## config.mk

```make
export PLATFORM = sky130hd
export DESIGN_NAME = mem_port_arbiter
export DESIGN_NICKNAME = d
export VERILOG_FILES = /design/src/rtl/mem_port_arbiter_pkg.sv /design/src/rtl/mem_port_timeout.sv /design/src/rtl/mem_port_arbiter.sv
export SDC_FILE = /design/constraint.sdc
export NUM_CORES = 1
export LEC_CHECK = 0
export BUFFER_PORTS_ARGS = -buffer_cell sky130_fd_sc_hd__buf_4
export CAP_MARGIN = 20
export CORE_MARGIN = 5
export CORE_UTILIZATION = 50
export CTS_CLUSTER_DIAMETER = 100
export CTS_CLUSTER_SIZE = 24
export DETAILED_ROUTE_END_ITERATION = 8
export PLACE_DENSITY = 0.83
export SLEW_MARGIN = 20
export SYNTH_ARGS = -nofsm -noshare
export SYNTH_HDL_FRONTEND = slang
export SYNTH_SLANG_ARGS = --single-unit
```

## constraint.sdc

```tcl
create_clock -name clk_i -period 11.69 [get_ports clk_i]
set_input_delay 0.5845 -clock clk_i [delete_from_list [all_inputs] [get_ports clk_i]]
set_output_delay 0.5845 -clock clk_i [all_outputs]
set_load 0.01 [all_outputs]
```

## src/rtl/mem_port_arbiter_pkg.sv

```systemverilog
// Shared types for the unified-memory port arbiter: FSM states, grant owner
// and the default data word returned on an aborted access.
package mem_port_arbiter_pkg;

  typedef enum logic [1:0] {
    ST_IDLE  = 2'd0,
    ST_ISSUE = 2'd1,
    ST_RESP  = 2'd2
  } state_t;

  typedef enum logic {
    GNT_IF = 1'b0,
    GNT_DM = 1'b1
  } gnt_t;

  localparam logic [31:0] ERR_DATA_DEFAULT = 32'hDEADBEEF;

endpackage

```

## src/rtl/mem_port_timeout.sv

```systemverilog
// Counts cycles spent waiting for the memory acknowledge; expired_o flags the
// last permitted waiting cycle so the owner can abort on that same edge.
module mem_port_timeout #(
  parameter int TIMEOUT = 64
) (
  input  logic clk_i,
  input  logic rst_i,
  input  logic clear_i,
  input  logic enable_i,
  output logic expired_o
);

  localparam int CNT_W = (TIMEOUT > 1) ? $clog2(TIMEOUT) : 1;

  logic [CNT_W-1:0] cnt_q;

  // NOTE: sequential state uses non-blocking assignments so every register
  // samples the pre-edge values of its neighbours.
  always_ff @(posedge clk_i or posedge rst_i) begin
    if (rst_i) begin
      cnt_q <= '0;
    end else if (clear_i) begin
      cnt_q <= '0;
    end else if (enable_i) begin
      cnt_q <= cnt_q + 1'b1;
    end
  end

  // The owner leaves the waiting state when this fires, so the counter never wraps.
  assign expired_o = enable_i && (cnt_q == CNT_W'(TIMEOUT - 1));

endmodule

```

## src/rtl/mem_port_arbiter.sv

```systemverilog
// Arbitrates instruction fetch and data load/store onto one single-ported
// memory, one registered request/acknowledge transaction at a time.
module mem_port_arbiter
  import mem_port_arbiter_pkg::*;
#(
  parameter int                 ADDR_W   = 32,
  parameter int                 DATA_W   = 32,
  parameter int                 TIMEOUT  = 64,
  parameter logic [DATA_W-1:0]  ERR_DATA = DATA_W'(ERR_DATA_DEFAULT)
) (
  input  logic              clk_i,
  input  logic              rst_i,
  input  logic              if_req_i,
  input  logic [ADDR_W-1:0] if_addr_i,
  output logic [DATA_W-1:0] if_rdata_o,
  output logic              if_ready_o,
  input  logic              dm_req_i,
  input  logic              dm_we_i,
  input  logic [ADDR_W-1:0] dm_addr_i,
  input  logic [DATA_W-1:0] dm_wdata_i,
  output logic [DATA_W-1:0] dm_rdata_o,
  output logic              dm_ready_o,
  output logic              mem_req_o,
  output logic              mem_we_o,
  output logic [ADDR_W-1:0] mem_addr_o,
  output logic [DATA_W-1:0] mem_wdata_o,
  input  logic [DATA_W-1:0] mem_rdata_i,
  input  logic              mem_ack_i,
  output logic              stall_o,
  output logic              err_o
);

  state_t            state_q, state_d;
  gnt_t              owner_q, last_gnt_q;
  logic              grant, dm_win, done, timed_out, expired;
  logic              mem_req_q, mem_we_q, err_q;
  logic [ADDR_W-1:0] mem_addr_q;
  logic [DATA_W-1:0] mem_wdata_q, resp_q, if_hold_q, dm_hold_q;

  mem_port_timeout #(.TIMEOUT(TIMEOUT)) u_timeout (
    .clk_i     (clk_i),
    .rst_i     (rst_i),
    .clear_i   (state_d != ST_ISSUE),
    .enable_i  (state_q == ST_ISSUE),
    .expired_o (expired)
  );

  // NOTE: every always_comb output gets a default first so no path leaves it
  // unassigned and infers a latch.
  always_comb begin
    state_d   = state_q;
    grant     = 1'b0;
    dm_win    = 1'b0;
    done      = 1'b0;
    timed_out = 1'b0;
    unique case (state_q)
      ST_IDLE: begin
        if (if_req_i || dm_req_i) begin
          grant   = 1'b1;
          // DM has priority except right after its own grant, so neither side starves.
          dm_win  = dm_req_i && (!if_req_i || (last_gnt_q != GNT_DM));
          state_d = ST_ISSUE;
        end
      end
      ST_ISSUE: begin
        if (mem_ack_i) begin
          done    = 1'b1;
          state_d = ST_RESP;
        end else if (expired) begin
          done      = 1'b1;
          timed_out = 1'b1;
          state_d   = ST_RESP;
        end
      end
      ST_RESP: state_d = ST_IDLE;
      default: state_d = ST_IDLE;
    endcase
  end

  always_ff @(posedge clk_i or posedge rst_i) begin
    if (rst_i) begin
      state_q     <= ST_IDLE;
      owner_q     <= GNT_IF;
      last_gnt_q  <= GNT_IF;
      mem_req_q   <= 1'b0;
      mem_we_q    <= 1'b0;
      mem_addr_q  <= '0;
      mem_wdata_q <= '0;
      resp_q      <= '0;
      if_hold_q   <= '0;
      dm_hold_q   <= '0;
      err_q       <= 1'b0;
    end else begin
      state_q <= state_d;
      if (grant) begin
        owner_q     <= dm_win ? GNT_DM : GNT_IF;
        last_gnt_q  <= dm_win ? GNT_DM : GNT_IF;
        mem_req_q   <= 1'b1;
        mem_we_q    <= dm_win && dm_we_i;
        mem_addr_q  <= dm_win ? dm_addr_i : if_addr_i;
        mem_wdata_q <= dm_win ? dm_wdata_i : '0;
      end
      if (done) begin
        mem_req_q <= 1'b0;
        resp_q    <= timed_out ? ERR_DATA : (mem_we_q ? '0 : mem_rdata_i);
      end
      if (timed_out) err_q <= 1'b1;
      if (if_ready_o) if_hold_q <= resp_q;
      if (dm_ready_o) dm_hold_q <= resp_q;
    end
  end

  // A fetch withdrawn by the time of RESP is a flush: no pulse, data dropped.
  assign if_ready_o  = (state_q == ST_RESP) && (owner_q == GNT_IF) && if_req_i;
  assign dm_ready_o  = (state_q == ST_RESP) && (owner_q == GNT_DM);
  assign if_rdata_o  = if_ready_o ? resp_q : if_hold_q;
  assign dm_rdata_o  = dm_ready_o ? resp_q : dm_hold_q;

  assign mem_req_o   = mem_req_q;
  assign mem_we_o    = mem_we_q;
  assign mem_addr_o  = mem_addr_q;
  assign mem_wdata_o = mem_wdata_q;
  assign err_o       = err_q;
  assign stall_o     = !rst_i && ((if_req_i && !if_ready_o) || (dm_req_i && !dm_ready_o));

endmodule

```

**Yosys cells after proc, flatten, opt, wreduce, memory -nomap -nowiden**

Cells that the tools add are included.

- Bits in registers: 172
- Output and inout bits: 134
- Word-level logic and storage cells: 60
- Input bits: 134

- Mux-type cells: 24
- Equal/unequal tests: 4
- Add/subtract/negate cells: 1
- Reductions and logical operators: 19
- Bitwise logic cells: 1

Operator list:

| kind | number |
|---|---|
| $mux 32 | 6 |
| $mux 1 | 12 |
| $mux 6 | 2 |
| $logic_and 1x1->1 | 9 |
| $add 6x1->6 const B | 1 |
| $eq 6x6->1 const B | 1 |
| $mux 2 | 3 |
| $logic_not 1->1 | 4 |
| $pmux 2 s2 | 1 |
| $reduce_bool 2->1 | 2 |
| $logic_or 1x1->1 | 3 |
| $eq 2x1->1 const B | 1 |
| $eq 2x2->1 const B | 1 |
| $logic_not 2->1 | 1 |
| $ne 2x1->1 const B | 1 |
| $not 1->1 | 1 |

**Longest topological paths before layout**

Gate-level depths: netlist of the first run.

- Depth after elaboration: 7
- Gate-level depth with buffers: 6
- Mapped depth without buffers: 4

**Cells and area by module**

A second synthesis of the first run with hierarchy kept.

- Cell total of the unflattened synthesis: 544
- Area total of the unflattened synthesis: 7035.5 µm²

Modules (own cells, without submodules):

| module | cells an instance | times used | sequential area each (µm²) | area each (µm²) |
|---|---|---|---|---|
| mem_port_arbiter | 515 | 1 | 4154.0 | 6750.2 |
| mem_port_timeout | 29 | 1 | 150.1 | 285.3 |

**Least setup slack after synthesis of the first run**

No wires, ideal clock.

- Kind: flip-flop to output port
- Start: register state_q[0]
- End: output if_rdata_o[22]
- Arrival: 1504 ps
- Data required time: 11106 ps
- Cell stages (with the launch flop): 7
- Slack: 9601 ps
- Buffers on the path: 3
- Cell sequence: dfrtp_1 buf_4 nor2b_1 and3b_1 buf_2 buf_4 mux2_2

- Longest elaborated chain between the ends: 4

RTL lines:

| what | line | RTL |
|---|---|---|
| from (decl) | mem_port_arbiter.sv:33 | `state_t state_q, state_d;` |
| from (signal assigned) | mem_port_arbiter.sv:94 | `state_q <= state_d;` |
| $eq 2x2->1 | mem_port_arbiter.sv:114 | `assign if_ready_o = (state_q == ST_RESP) && (owner_q == GNT_IF) && if_req_i;` |
| $logic_and 1x1->1 (2 in series) | mem_port_arbiter.sv:114 |  |
| net if_ready_o | mem_port_arbiter.sv:16 | `output logic if_ready_o,` |
| $mux 32 | -- |  |
| to (decl) | mem_port_arbiter.sv:15 | `output logic [DATA_W-1:0] if_rdata_o,` |

The timed path passes the listed nets, and every way through them passes these cells.

**Final worst setup path of the first run**

- Start: register state_q[1]
- End: output if_rdata_o[31]

- Longest elaborated chain between the ends: 4

RTL lines:

| what | line |
|---|---|
| $eq 2x2->1 | mem_port_arbiter.sv:114 |
| $logic_and 1x1->1 (2 in series) | mem_port_arbiter.sv:114 |
| $mux 32 | -- |

Every way passes these cells.

==> results of run 1 <==
sequential cells by signal, indices dropped and copies added, names as in the netlist:
register	count
state_q	2
mem_addr_o	32
err_o	1
last_gnt_q	1
resp_q	32
if_hold_q	32
mem_wdata_o	32
u_timeout.cnt_q	6
mem_we_o	1
mem_req_o	1
dm_hold_q	32
metrics by stage:
step / power [mW] / cells
after floorplan: 1.644 / 638
after global placement: 2.164 / 1039
after detailed placement: 2.204 / 1039
after CTS: 2.793 / 1069
after global routing: 2.937 / 1069
final: 2.770 / 1069
where the power goes:
| group | total [mW] | leakage, nW | switching [mW] | internal, mW |
|---|---|---|---|---|
| combinational | 1.17 | 2.27 | 0.596 | 0.570 |
| sequential | 1.03 | 2.11 | 0.158 | 0.869 |
| clock | 0.577 | 0.285 | 0.240 | 0.337 |
synth_stat cells:
| cell | n | share of area, % |
|---|---|---|
| a211oi_1 | 25 | 2.6 |
| a211oi_2 | 1 | 0.17 |
| a21o_1 | 2 | 0.21 |
| a21oi_1 | 27 | 1.9 |
| a22o_1 | 34 | 4.1 |
| a22oi_1 | 1 | 0.10 |
| and2_1 | 1 | 0.086 |
| and3b_1 | 1 | 0.12 |
| buf_1 | 4 | 0.21 |
| buf_2 | 16 | 1.1 |
| buf_4 | 10 | 1.0 |
| clkbuf_1 | 26 | 1.3 |
| dfrtp_1 | 172 | 59 |
| ha_1 | 1 | 0.17 |
| inv_1 | 14 | 0.72 |
| mux2_1 | 7 | 1.1 |
| mux2_2 | 57 | 8.8 |
| mux2i_1 | 1 | 0.14 |
| nand2_1 | 21 | 1.1 |
| nand2b_1 | 1 | 0.086 |
| nand3_1 | 71 | 4.9 |
| nand3b_1 | 1 | 0.10 |
| nor2_1 | 51 | 2.6 |
| nor2b_1 | 3 | 0.26 |
| nor3b_2 | 1 | 0.17 |
| nor4bb_1 | 1 | 0.14 |
| o2111ai_1 | 1 | 0.12 |
| o211ai_1 | 32 | 3.3 |
| o211ai_2 | 1 | 0.17 |
| o21ai_0 | 38 | 2.6 |
| o22ai_1 | 1 | 0.086 |
| o311ai_0 | 8 | 0.96 |
| or2_0 | 1 | 0.086 |
| or2_1 | 1 | 0.086 |
| or2_2 | 1 | 0.086 |
| or3_1 | 2 | 0.17 |
| or3b_4 | 1 | 0.15 |
| or4_4 | 1 | 0.15 |
worst max-delay path, cell delays in order, from the launching register on:
cell and delay (ns):
dfrtp_1 0.58, nor2b_1 0.25, and3b_2 0.81, mux2_2 0.46
buf_4 0.16
cell families (layout without fill, tap and decap cells):
family	after synthesis	in the layout	synth area share, %
muxes	65	65	10.01
buffers and inverters	70	317	4.387
and+or+nand+nor	159	159	10.27
adders and majority gates	1	1	0.1714
AOI/OAI and AO/OA	171	171	16.21
DFF	172	172	58.95
worst max path at each step:
stage / to / slack [ns] / cells past startpoint
after floorplan: dm_hold_q[0] / 6.45 / 1
after global placement: mem_wdata_o[16] / 8.61 / 4
after detailed placement: mem_wdata_o[26] / 8.60 / 4
after CTS: if_rdata_o[31] / 8.36 / 4
after global routing: if_rdata_o[31] / 8.27 / 4
final: if_rdata_o[31] / 8.41 / 4
cell type report:
type                            count  area share [%]
Clock buffer                       18           4.318
Inverter                           14          0.5791
Timing Repair Buffer              273           20.62
Clock inverter                     12           1.662
Tap cell                          184           2.317
Multi-Input combinational cell    396           27.19
Sequential cell                   172           43.31
metal layers:
metal / GRT usage, % / part of all wire, % / up-vias
li1: - / - / 2786
met4: 8.953 / 2.1 / 0
met2: 42.39 / 51 / 263
met3: 8.740 / 9.4 / 31
met5: 0 / 0 / -
met1: 29.59 / 37 / 3049
==> reports/results.ini, run 1 <==
[outcome]
status = complete, no violations

[sta]
clock-skew-final_ns = 0.01152
worstMarginPinSlew_ns = 1.122
slew_viol_final = 0
setup_tns_ns = 0
fin_crit_sh_pct = 28.06
fin_crit_ns = 3.281
max_freq_mhz = 304.8
fin_hold_ws_ns = 0.3352
finalHoldViolations = 0
rsz0062_at_grt = no
slew_headroom_pct = 24.87
setup_viol_count_final = 0
fin_ws_ns = 8.409

[worst_setup_path]
r2r_start = state_q[1]
r2r_cells = 3
r2r_end = if_hold_q[31]
end_kind = primary output
cp_data_arrival_time_ns = 2.70
worstPathRequired_ns = 11.11
startpoint = state_q[1]
worstSetupStartpointType = flop
critPathKind = reg -> out
cp_max_fo = 33
r2r_setup_slack_ns = 9.46

[final_layout]
most-common-layout-cells = buf_4, dfrtp_1, nand3_1, mux2_2, nor2_1
nFillCells = 1072
seqCellArea_sq_um = 4304
layout_commonest_cell = buf_4
nets = 1009
postLayoutCoreUtil_pct = 68.90
design_area_sq_um = 9938
syn2layout_area_growth_pct = 36.13
antenna_cells = 0
drive_gt1_share_pct = 42.03
multi_input_area_sq_um = 2703

[synthesis]
yosys_warnings = 0
syn-num-nets = 773
synth-seq-cells = 172
synth_area_sq_um = 7301
avgSynthCellArea_sq_um = 11.44
ys_seq_area_share_pct = 58.95
ys_types = 38
syn_inst = 638

[cts]
clock_sinks = 172
cts_buffer_depth = 2
cts_buffers = 17
cts_max_level = 4
cts_setup_buffers = 0
clkLatencyLatePin_ns = 0.43
postCtsResizedCells = 0
cts_hold_buf = 0
clk_pin_slew_ns = 0.07
clockRootBuffer = clkbuf_16
cts_tree = built

[die]
num_rows = 44
dieWidth_um = 130.8
io_pins = 268
die_h_um = 130.8
start_util_pct = 50.62
die-area_sq_um = 17120
core_sq_um = 14420

[route]
dr.pass1.iters = 7
drcViolationCount = 0
drt_iter0_drc = 366
wirelength_um = 21540
routed_via_density = 5.733
drt-wirelength-per-cell_um = 20.15
num_vias = 6129
drtAntennaViolNets = 0

[global_route]
overflow = 0
track_usage_pct = 25.01
grt_pass1_wl_um = 33040
grt_max_degree = 100
grt_antenna_before_repair = 0
grt_pass1_vias = 6248

[placement]
portBuffers = 267
place_congestion = 0.7937
dpl_worst_slack_ns = 8.600
dpl-instance-area_sq_um = 9336
dp_hpwl_um = 14540

[power_and_ir_drop]
leakage_nw = 4.665
vdd_ir_drop_max_mv = 0.1441
power.density_nw_per_um2 = 278.7

[min_path]
worstHoldPathType = in -> async

[job]
max_cap_viol_count = 0

(Power assumes the default switching activity.)
==> run 2: changes to the inputs <==
Settings changed: CORE_UTILIZATION 50 to 45, PLACE_DENSITY 0.83 to 0.79.
Clock period 11.69 ns to 2.9 ns, I/O delays scaled along.
==> reports/results.ini, run 2 (same netlist as run 1, synthesis figures left out) <==
[outcome]
status = complete, no violations

[worst_setup_path]
crit_chain = nor2b_1 -> and3b_2 -> buf_12 -> mux2_1 -> buf_4
end_kind = primary output
cp_data_arrival_time_ns = 2.51  ; -0.19 ns
crit_buf_inv = 2  ; +1
critPathKind = reg -> out
crit_family = simple AND/OR/NAND/NOR gates
worstSetupStartpointType = flop
max_stage_delay_ns = 0.59  ; -0.22 ns
cp_max_fo = 21  ; -36%
crit_slowest_cell = dfrtp_1
worstPathRequired_ns = 2.76  ; -8.35 ns

[sta]
worstMarginPinSlew_ns = 1.059  ; -0.06270 ns
rsz0062_at_grt = no
fin_crit_ns = 2.654
slew_headroom_pct = 29.39  ; +4.5 points
setup_tns_ns = 0  ; unchanged
fin_crit_sh_pct = 91.53
setup_viol_count_final = 0  ; unchanged
finalHoldViolations = 0  ; unchanged
slew_viol_final = 0  ; unchanged
max_freq_mhz = 376.7
clock-skew-final_ns = 0.01029  ; -0.001225 ns

[power_and_ir_drop]
combPwrFrac_pct = 44.0  ; +1.9 points
p_sw_mw = 4.291  ; +330%
p_clk_share_pct = 20.8  ; about the same
swShare_pct = 35.99  ; +0.082 points
leakage_nw = 5.145  ; +10%
p_int_mw = 7.633  ; +330%
power.density_nw_per_um2 = 1076  ; +290%
seqPwrFrac_pct = 35.2  ; -1.9 points
vdd_ir_drop_max_mv = 0.4898  ; +240%

[cts]
cts_tree = built
clkLatencyLatePin_ns = 0.43  ; about the same
clock_sinks = 172  ; unchanged
clk_pin_slew_ns = 0.07  ; about the same
cts_buffer_depth = 2  ; unchanged
cts_buffers = 17  ; unchanged
clockRootBuffer = clkbuf_16
cts_setup_buffers = 0  ; unchanged
cts_hold_buf = 97  ; +97
cts_max_level = 4  ; unchanged
postCtsResizedCells = 0  ; unchanged

[global_route]
grt_pass1_vias = 7162  ; +15%
grt_pass1_wl_um = 38280  ; +16%
grt_max_degree = 122  ; +22%
grt_antenna_before_repair = 0  ; unchanged
track_usage_pct = 26.27  ; +1.3 points
overflow = 0  ; unchanged

[final_layout]
antenna_cells = 0  ; unchanged
design_area_sq_um = 11090  ; +12%
syn2layout_area_growth_pct = 51.86
postLayoutCoreUtil_pct = 69.79  ; +0.89 points
drive_gt1_share_pct = 38.51  ; -3.5 points
layout_commonest_cell = buf_4
most-common-layout-cells = buf_4, dfrtp_1, dlygate4sd3_1, nand3_1, mux2_2
nets = 1114  ; +10%

[die]
dieWidth_um = 137.4  ; +5.0%
io_pins = 268  ; unchanged
die_h_um = 137.4  ; +5.0%
start_util_pct = 45.96  ; -4.7 points
die-area_sq_um = 18870  ; +10%
core_sq_um = 15890  ; +10%
num_rows = 46  ; +4.5%

[route]
wirelength_um = 24510  ; +14%
drtAntennaViolNets = 0  ; unchanged
routed_via_density = 5.534  ; -3.5%
drt_iter0_drc = 415  ; +13%
num_vias = 6685  ; +9.1%
drt-wirelength-per-cell_um = 20.29  ; +0.69%
dr.pass1.iters = 5  ; -2
drcViolationCount = 0  ; unchanged

[min_path]
worstHoldPathType = in -> reg

[placement]
portBuffers = 267  ; unchanged
dpl-instance-area_sq_um = 9478  ; +1.5%
place_congestion = 0.8213  ; +3.5%
dp_hpwl_um = 15230  ; +4.8%

[job]
max_cap_viol_count = 0  ; unchanged

[run 2: power groups by stage]
stage / sequential (mW) / clock (mW) / combinational, mW
final: 4.20 / 2.48 / 5.25
after global routing: 4.32 / 2.62 / 5.69
after CTS: 4.18 / 2.50 / 5.19
after detailed placement: 4.20 / 0 / 4.78
after global placement: 4.14 / 0 / 4.66
after floorplan: 4.16 / 0 / 2.47
[run 2: through the flow]
stage	setup slack, ns	hold slack (ns)	power, mW	cells
floorplan	0.5583	0.2775	6.627	638
global placement	0.7804	0.3615	8.797	1079
detailed placement	0.6737	0.3665	8.980	1079
CTS	0.2155	0.0001077	11.87	1208
global route	0.1305	0.01170	12.62	1208
finish	0.2457	0.005038	11.92	1208
[run 2: area by class of cell]
| class | count | area [sq um] |
|---|---|---|
| Tap cell | 216 | 270.3 |
| Multi-Input combinational cell | 396 | 2700 |
| Sequential cell | 172 | 4304 |
| Clock inverter | 14 | 209.0 |
| Inverter | 14 | 56.30 |
| Timing Repair Buffer | 378 | 3118 |
| Fill cell | 1119 | 4798 |
| Clock buffer | 18 | 429.2 |
[run 2: worst paths after layout]
path	startpoint	to	slack (ns)	cells past startpoint
worst max-delay path	state_q[1]	if_rdata_o[14]	0.25	5
worst min-delay path	if_addr_i[10]	mem_addr_o[10]	0.005	3
worst max register to register	state_q[1]	mem_addr_o[7]	0.37	5
worst min register to register	err_o	err_o	0.47	1
max in group asynchronous	rst_i	u_timeout.cnt_q[1]	1.89	4
min in group asynchronous	rst_i	err_o	0.46	4
[run 2: layer usage]
metal  GRT usage [%]  routed length [um]
met1           32.53                9662
met2           43.30               11870
met3           7.560                2132
met4           10.86                 843
met5               0                   0
[run 2: tightest hold or removal path: stages]
cell and delay (ns):
buf_4 0.11, nand3_1 0.06, o211ai_1 0.08
==> run 3: changes to the inputs <==
Clock period 2.9 ns to 2.3 ns, I/O delays scaled along.
==> reports/results.ini, run 3 (same netlist as run 1, synthesis figures left out) <==
[outcome]
status = complete, no violations

[sta]
max_freq_mhz = 459.4
finalHoldViolations = 0  ; unchanged
slew_viol_final = 0  ; unchanged
slew_headroom_pct = 34.09  ; +4.7 points
worstMarginPinSlew_ns = 0.9887  ; -0.07052 ns
fin_crit_sh_pct = 94.64
setup_viol_count_final = 0  ; unchanged
fin_crit_ns = 2.177
clock-skew-final_ns = 0.01297  ; +0.002672 ns
setup_tns_ns = 0  ; unchanged
rsz0062_at_grt = no

[global_route]
overflow = 0  ; unchanged
grt_antenna_before_repair = 1  ; +1
grt_max_degree = 67  ; -45%
grt_pass1_vias = 7121  ; -0.57%
track_usage_pct = 27.09  ; +0.81 points
grt_pass1_wl_um = 39540  ; +3.3%

[die]
core_sq_um = 15890  ; unchanged
start_util_pct = 45.96  ; unchanged
io_pins = 268  ; unchanged
dieWidth_um = 137.4  ; unchanged
num_rows = 46  ; unchanged
die_h_um = 137.4  ; unchanged
die-area_sq_um = 18870  ; unchanged

[worst_setup_path]
crit_family = flip-flops
cp_data_arrival_time_ns = 2.06  ; -0.45 ns
r2r_start = state_q[1]
crit_chain = nor2b_2 -> and3b_2 -> buf_6 -> mux2_2 -> buf_4
critPathKind = reg -> out
max_stage_delay_ns = 0.48  ; -0.11 ns
cp_max_fo = 21  ; unchanged
crit_slowest_cell = dfrtp_2
worstSetupStartpointType = flop
startpoint = state_q[0]
worstPathRequired_ns = 2.18  ; -0.58 ns
end_kind = primary output
crit_buf_inv = 2  ; unchanged

[cts]
clkLatencyLatePin_ns = 0.43  ; about the same
cts_setup_buffers = 0  ; unchanged
clockRootBuffer = clkbuf_16
clk_pin_slew_ns = 0.07  ; about the same
clock_sinks = 172  ; unchanged
cts_max_level = 4  ; unchanged
cts_buffer_depth = 2  ; unchanged
cts_tree = built
cts_buffers = 17  ; unchanged

[final_layout]
nFillCells = 1107  ; -1.1%
multi_input_area_sq_um = 2703  ; about the same
syn2layout_area_growth_pct = 53.21
layout_commonest_cell = buf_4
seqCellArea_sq_um = 4305  ; about the same
most-common-layout-cells = buf_4, dfrtp_1, dlygate4sd3_1, nand3_1, mux2_2
nets = 1131  ; +1.5%
drive_gt1_share_pct = 38.75  ; +0.24 points

[placement]
dp_hpwl_um = 15400  ; +1.1%
place_congestion = 0.7706  ; -6.2%
portBuffers = 267  ; unchanged

[route]
wirelength_um = 25190  ; +2.8%
dr.pass1.iters = 5  ; unchanged
num_vias = 6854  ; +2.5%
drt-wirelength-per-cell_um = 20.55  ; +1.3%
routed_via_density = 5.591  ; +1.0%
drt_iter0_drc = 524  ; +26%
drcViolationCount = 0  ; unchanged
drtAntennaViolNets = 0  ; unchanged

[power_and_ir_drop]
power.density_nw_per_um2 = 1326  ; +23%
p_clk_share_pct = 18.4  ; -2.4 points
vdd_ir_drop_max_mv = 0.7372  ; +51%
p_sw_mw = 5.460  ; +27%
p_int_mw = 9.369  ; +23%
leakage_nw = 5.184  ; +0.75%
finalPower_mw = 14.83  ; +24%
combPwrFrac_pct = 45.9  ; +1.9 points
seqPwrFrac_pct = 35.6  ; +0.4 points
swShare_pct = 36.82  ; +0.83 points

[min_path]
worstHoldPathType = in -> reg
min-delay-start = mem_rdata_i[19]

[job]
max_cap_viol_count = 0  ; unchanged

[run 3: cell types whose count changed in the layout (fill, tap and decap cells not counted), moves of 2 or more]
cell / change
buf_4: +3
buf_6: +2
bufinv_16: -4
clkinvlp_4: +4
dlygate4sd3_1: +11
inv_8: +4
[run 3: layout make-up]
type	instances	area share (%)
sequential	172	38.49
timing repair buffer	395	29.44
multi-input combinational	396	24.16
clock buffer	17	3.803
tap	216	2.416
clock inverter	15	1.163
inverter	14	0.5034
antenna	1	0.02237
[run 3: final timing paths]
| path | cells after the start | slack (ns) | to |
|---|---|---|---|
| worst max-delay path | 5 | 0.12 | if_rdata_o[26] |
| worst min-delay path | 3 | 0.01 | resp_q[19] |
| worst max register to register | 6 | 0.18 | mem_addr_o[21] |
| worst min register to register | 1 | 0.47 | err_o |
| max in group asynchronous | 4 | 1.32 | resp_q[10] |
| min in group asynchronous | 3 | 0.33 | mem_req_o |
[run 3: through the flow]
stage               setup slack (ns)  util [%]  hold WS (ns)  area [sq um]  instances
floorplan                   -0.01169         -        0.2475          7305        638
global placement              0.3979     60.03        0.2013          9535       1085
detailed placement            0.3011     60.03        0.2046          9535       1085
CTS                         0.002118     70.29   0.000006273         11170       1224
global route                 0.03112     70.42     0.0008899         11190       1226
finish                        0.1233     70.42       0.01189         11190       1226
[run 3: what timing repair did]
item / 4_1_cts / 5_1_grt
hold buffers: 107 / 1
endpoints found under the setup margin: 20 / 58
resized for setup: 1 / 3
endpoints found under the hold margin: 91 / 1
[run 3: per-layer routing]
layer	global-route usage (%)	part of all wire, %	wire length (um)	vias to the layer above
met3	8.364	9.4	2360	54
li1	-	-	-	3022
met2	43.79	49	12290	401
met5	0	0	0	-
met4	10.20	3.0	765	0
met1	34.32	39	9778	3377
[run 3: power groups by stage]
stage	combinational [mW]	sequential, mW	clock (mW)
floorplan	3.12	5.24	0
global placement	5.91	5.20	0
detailed placement	6.07	5.26	0
CTS	6.71	5.24	2.79
global route	7.36	5.44	2.91
finish	6.81	5.28	2.73
[run 3: worst register-to-register path: stages, from the launching register on]
cell and delay, ns:
dfrtp_1 0.38, buf_4 0.18, or2_0 0.20, buf_4 0.24
o21ai_0 0.27, o211ai_1 0.16, dlygate4sd3_1 0.58
